==> config.mk <==
export PLATFORM = sky130hd
export DESIGN_NAME = gray_ptr_rx
export DESIGN_NICKNAME = d
export VERILOG_FILES = /design/src/rtl/gray_ptr_rx.sv
export SDC_FILE = /design/constraint.sdc
export NUM_CORES = 1
export LEC_CHECK = 0
export CAP_MARGIN = 30
export CORE_MARGIN = 3
export CORE_UTILIZATION = 51
export DETAILED_ROUTE_END_ITERATION = 6
export PLACE_DENSITY = 0.83
export SLEW_MARGIN = 10
export SYNTH_ARGS = -nofsm -noshare
export SYNTH_HDL_FRONTEND = slang
export SYNTH_SLANG_ARGS = --single-unit
==> constraint.sdc <==
create_clock -name clk -period 5.3 [get_ports clk]
set_input_delay 1.06 -clock clk [delete_from_list [all_inputs] [get_ports clk]]
set_output_delay 1.06 -clock clk [all_outputs]
set_load 0.05 [all_outputs]
==> src/rtl/gray_ptr_rx.sv <==
// gray_ptr_rx: read-side half of an asynchronous FIFO pointer crossing.
// Synchronises the foreign Gray write pointer, owns the read pointer and reports FIFO status.
module gray_ptr_rx #(
  parameter int W      = 5,
  parameter int SYNC_N = 2
) (
  input  logic         clk,
  input  logic         arst_n,
  input  logic [W-1:0] wr_ptr_gray_i,
  input  logic         pop_i,
  output logic         pop_ack_o,
  output logic         empty_o,
  output logic [W-1:0] occupancy_o,
  output logic [W-1:0] rd_ptr_bin_o,
  output logic [W-1:0] rd_ptr_gray_o,
  output logic [W-1:0] wr_ptr_bin_o,
  output logic         err_ovf_o,
  output logic         err_udf_o
);

  localparam logic [W:0] DEPTH = (W+1)'(1) << (W-1);

  logic [W-1:0] sync_q [SYNC_N];
  logic [W-1:0] wr_bin_dec;
  logic [W-1:0] wr_bin_q;
  logic [W-1:0] rd_bin_q;
  logic [W-1:0] rd_gray_q;
  logic [W-1:0] rd_bin_nxt;
  logic [W-1:0] occ;
  logic         empty;
  logic         pop_ack;
  logic         ovf_q;
  logic         udf_q;

  function automatic logic [W-1:0] gray2bin(input logic [W-1:0] g);
    logic [W-1:0] b;
    b[W-1] = g[W-1];
    for (int i = W - 2; i >= 0; i--) begin
      b[i] = b[i+1] ^ g[i];
    end
    return b;
  endfunction

  // The first stage samples the raw foreign pointer with no logic in front of it.
  always_ff @(posedge clk or negedge arst_n) begin
    if (!arst_n) begin
      for (int i = 0; i < SYNC_N; i++) begin
        sync_q[i] <= '0;
      end
    end else begin
      sync_q[0] <= wr_ptr_gray_i;
      for (int i = 1; i < SYNC_N; i++) begin
        sync_q[i] <= sync_q[i-1];
      end
    end
  end

  always_comb begin
    wr_bin_dec = gray2bin(sync_q[SYNC_N-1]);
  end

  assign occ        = wr_bin_q - rd_bin_q;
  assign empty      = (occ == '0);
  assign pop_ack    = pop_i & ~empty;
  assign rd_bin_nxt = rd_bin_q + W'(1);

  // Gray read pointer is loaded from the next binary value so both move on the same edge.
  always_ff @(posedge clk or negedge arst_n) begin
    if (!arst_n) begin
      wr_bin_q  <= '0;
      rd_bin_q  <= '0;
      rd_gray_q <= '0;
    end else begin
      wr_bin_q <= wr_bin_dec;
      if (pop_ack) begin
        rd_bin_q  <= rd_bin_nxt;
        rd_gray_q <= rd_bin_nxt ^ (rd_bin_nxt >> 1);
      end
    end
  end

  always_ff @(posedge clk or negedge arst_n) begin
    if (!arst_n) begin
      ovf_q <= 1'b0;
      udf_q <= 1'b0;
    end else begin
      if ({1'b0, occ} > DEPTH) begin
        ovf_q <= 1'b1;
      end
      if (pop_i && empty) begin
        udf_q <= 1'b1;
      end
    end
  end

  assign pop_ack_o     = pop_ack;
  assign empty_o       = empty;
  assign occupancy_o   = occ;
  assign rd_ptr_bin_o  = rd_bin_q;
  assign rd_ptr_gray_o = rd_gray_q;
  assign wr_ptr_bin_o  = wr_bin_q;
  assign err_ovf_o     = ovf_q;
  assign err_udf_o     = udf_q;

endmodule

==> reports/results.tsv <==
metric	value	unit
outcome	completed	
rsz0062_at_grt	false	
cts_root_buf	clkbuf_4	
synth_seq_cells	26	
r2r_slack	2.66	ns
holdPathStages	0	
antenna_found_initial	0	
clkLatencyLatePin	0.32	ns
area_delta_synth_final	30.5	%
fin_setup_tns	0	ns
yosysMostFrequentCell	dfrtp_1	
cts_sinks	26	
critPathMaxFanout	7	
rows	16	
netlist_instances	90	
cts_buffer_depth	2	
die_h	54.6	um
final_max_slew_viol_count	0	
synth_flop_cell	dfrtp_1	
clock_skew	0.00258	ns
grt_pass1_vias	796	
period_needed	4.33	ns
synth.avg_cell_area	13.4	sq um
setup_viol	0	
drive_gt1_share	11.3	%
synthAdderAreaFrac	6.85	%
arrival	3.27	ns
synth_compound_area_share	6.22	%
crit_required	4.24	ns
synth_area	1210	sq um
fin_area	1570	sq um
yosys_warnings	0	
coreArea	2100	sq um
gp_congestion	0.831	
synthSimpleGateAreaFrac	9.65	%
max_cap_violations	0	
yosys.area.top_type_share	53.9	%
syn_nets	104	
dpl.hpwl	1750	um
clk_pin_slew	0.13	ns
post_cts_buffers	0	
slew_headroom	65.3	%
wirelength	2170	um
vias	787	
worst-setup-path-type	flop to output port	
grt_pass1_wl	3540	um
htree_levels	1	
dpl_cell_area	1540	sq um
n_antenna_cell	0	
place_ws	1.35	ns
start_util	57.4	%
fmax	231	MHz
synth_top_family_by_area	XOR/XNOR gates	
cp-start-kind	flop	
cts_resized	0	
setup_ws	0.966	ns
io_buffers	31	
synth_seq_area_share	53.9	%
dieArea	2980	sq um
yosys.area.top_type	dfrtp_1	
finalHoldViolCount	0	
wl_per_cell	14.4	um
hold_path.class	flop to flop	
async_reset_ff_share	100	%
cts_buffers	3	
synth-edff-count	0	
drc	0	
r2r_cells	8	
die_w	54.6	um
fill_cells	145	
overflow	0	
fin_crit_sh	81.8	%
viasPerCell	5.21	
drt_iter0_drc	3	
hold_buffers	0	
cts_tree	done	
final_util	74.9	%
nets	139	
first_pass_iters	3	
grt_max_degree	21	
route.antenna.remaining_nets	0	
crit_path_end_kind	output port	
yosys.area_share.xor_xnor	12.3	%
io_pins	32	
tightest_slew	0.519	ns
grtUsageTotal	17.3	%
synth_common_cells	dfrtp_1, xnor2_1, inv_1, xor2_1	
muxShareOfSynthArea	6.22	%
yosys-top-cells-area	dfrtp_1, xnor2_1, mux2_4	
synthDistinctLibCells	29	
[path summary, 6_finish.rpt]
check / start / endpoint
min in group asynchronous: arst_n / rd_ptr_gray_o[3]$_DFFE_PN0P_
worst max-delay path: rd_ptr_bin_o[0]$_DFFE_PN0P_ / pop_ack_o
worst min-delay path: sync_q[5]$_DFF_PN0_ / sync_q[0]$_DFF_PN0_
worst max register to register: rd_ptr_bin_o[0]$_DFFE_PN0P_ / rd_ptr_gray_o[0]$_DFFE_PN0P_
max in group asynchronous: arst_n / sync_q[0]$_DFF_PN0_
worst min register to register: sync_q[5]$_DFF_PN0_ / sync_q[0]$_DFF_PN0_
[state kept, by name, summed over array words and instances (netlist names)]
signal and flops:
sync_q 10, err_ovf_o 1, rd_ptr_gray_o 4, rd_ptr_bin_o 5, wr_ptr_bin_o 5, err_udf_o 1
[per-stage QoR]
step	cells	hold slack, ns
final	151	0.367
after global routing	151	0.374
after CTS	151	0.371
after detailed placement	147	0.340
after global placement	146	0.337
after floorplan	90	0.331
[critical path, stage by stage, from the launching register on]
cell and delay, ns:
dfrtp_1 0.50, ha_1 0.20, inv_1 0.05, fa_1 0.39, and3_1 0.18, or3_4 0.40, a22oi_4 0.26, nand2b_4 0.25
inv_2 0.03, clkdlybuf4s50_1 0.69
[layer usage]
metal	vias up	GRT usage (%)	part of all wire (%)	wire, um
li1	370	-	-	-
met1	392	19.0	40	869
met2	21	31.9	53	1160
met3	4	3.27	4.9	106
met4	0	7.47	1.7	38
met5	-	0	0	0
[cells in the final DEF, fill, tap and decap left out]
cell type | netlist | final
inv_2 | 1 | 1
or3_4 | 1 | 1
o22ai_1 | 1 | 1
fa_1 | 1 | 1
clkbuf_4 | 0 | 3
nand4b_1 | 1 | 1
xnor2_1 | 11 | 11
mux2_4 | 5 | 5
nor3b_1 | 1 | 1
buf_8 | 0 | 1
nand3b_1 | 2 | 2
a31o_1 | 1 | 1
dfrtp_1 | 26 | 26
clkbuf_8 | 0 | 1
and2_1 | 1 | 1
o21ai_1 | 1 | 1
and3b_1 | 1 | 1
clkdlybuf4s50_1 | 0 | 31
a211o_1 | 1 | 1
a21o_1 | 2 | 2
nand2b_4 | 1 | 1
nand2_1 | 4 | 4
a22oi_4 | 1 | 1
and4b_1 | 1 | 1
nor4_1 | 1 | 1
nor2_1 | 2 | 2
xor2_1 | 6 | 6
ha_1 | 5 | 5
inv_1 | 7 | 7
and3_1 | 1 | 1
a21oi_1 | 2 | 2
[final cells by class]
class	instances	area, sq um	share of cell area (%)
Clock buffer	4	36.3	2.31
Inverter	8	30.0	1.91
Multi-Input combinational cell	54	498	31.6
Sequential cell	26	651	41.3
Tap cell	27	33.8	2.15
Timing Repair Buffer	32	325	20.7
[kinds of logic after synthesis]
kind of cell	after synthesis
flops	26
xor+xnor	17
simple gates	17
buf+inv	10
compound gates	9
fa+ha+maj	6
mux	5
Power is left out: the tool's default activity adds up to more than one toggle a clock period on the data nets, which glitch-free logic cannot reach.
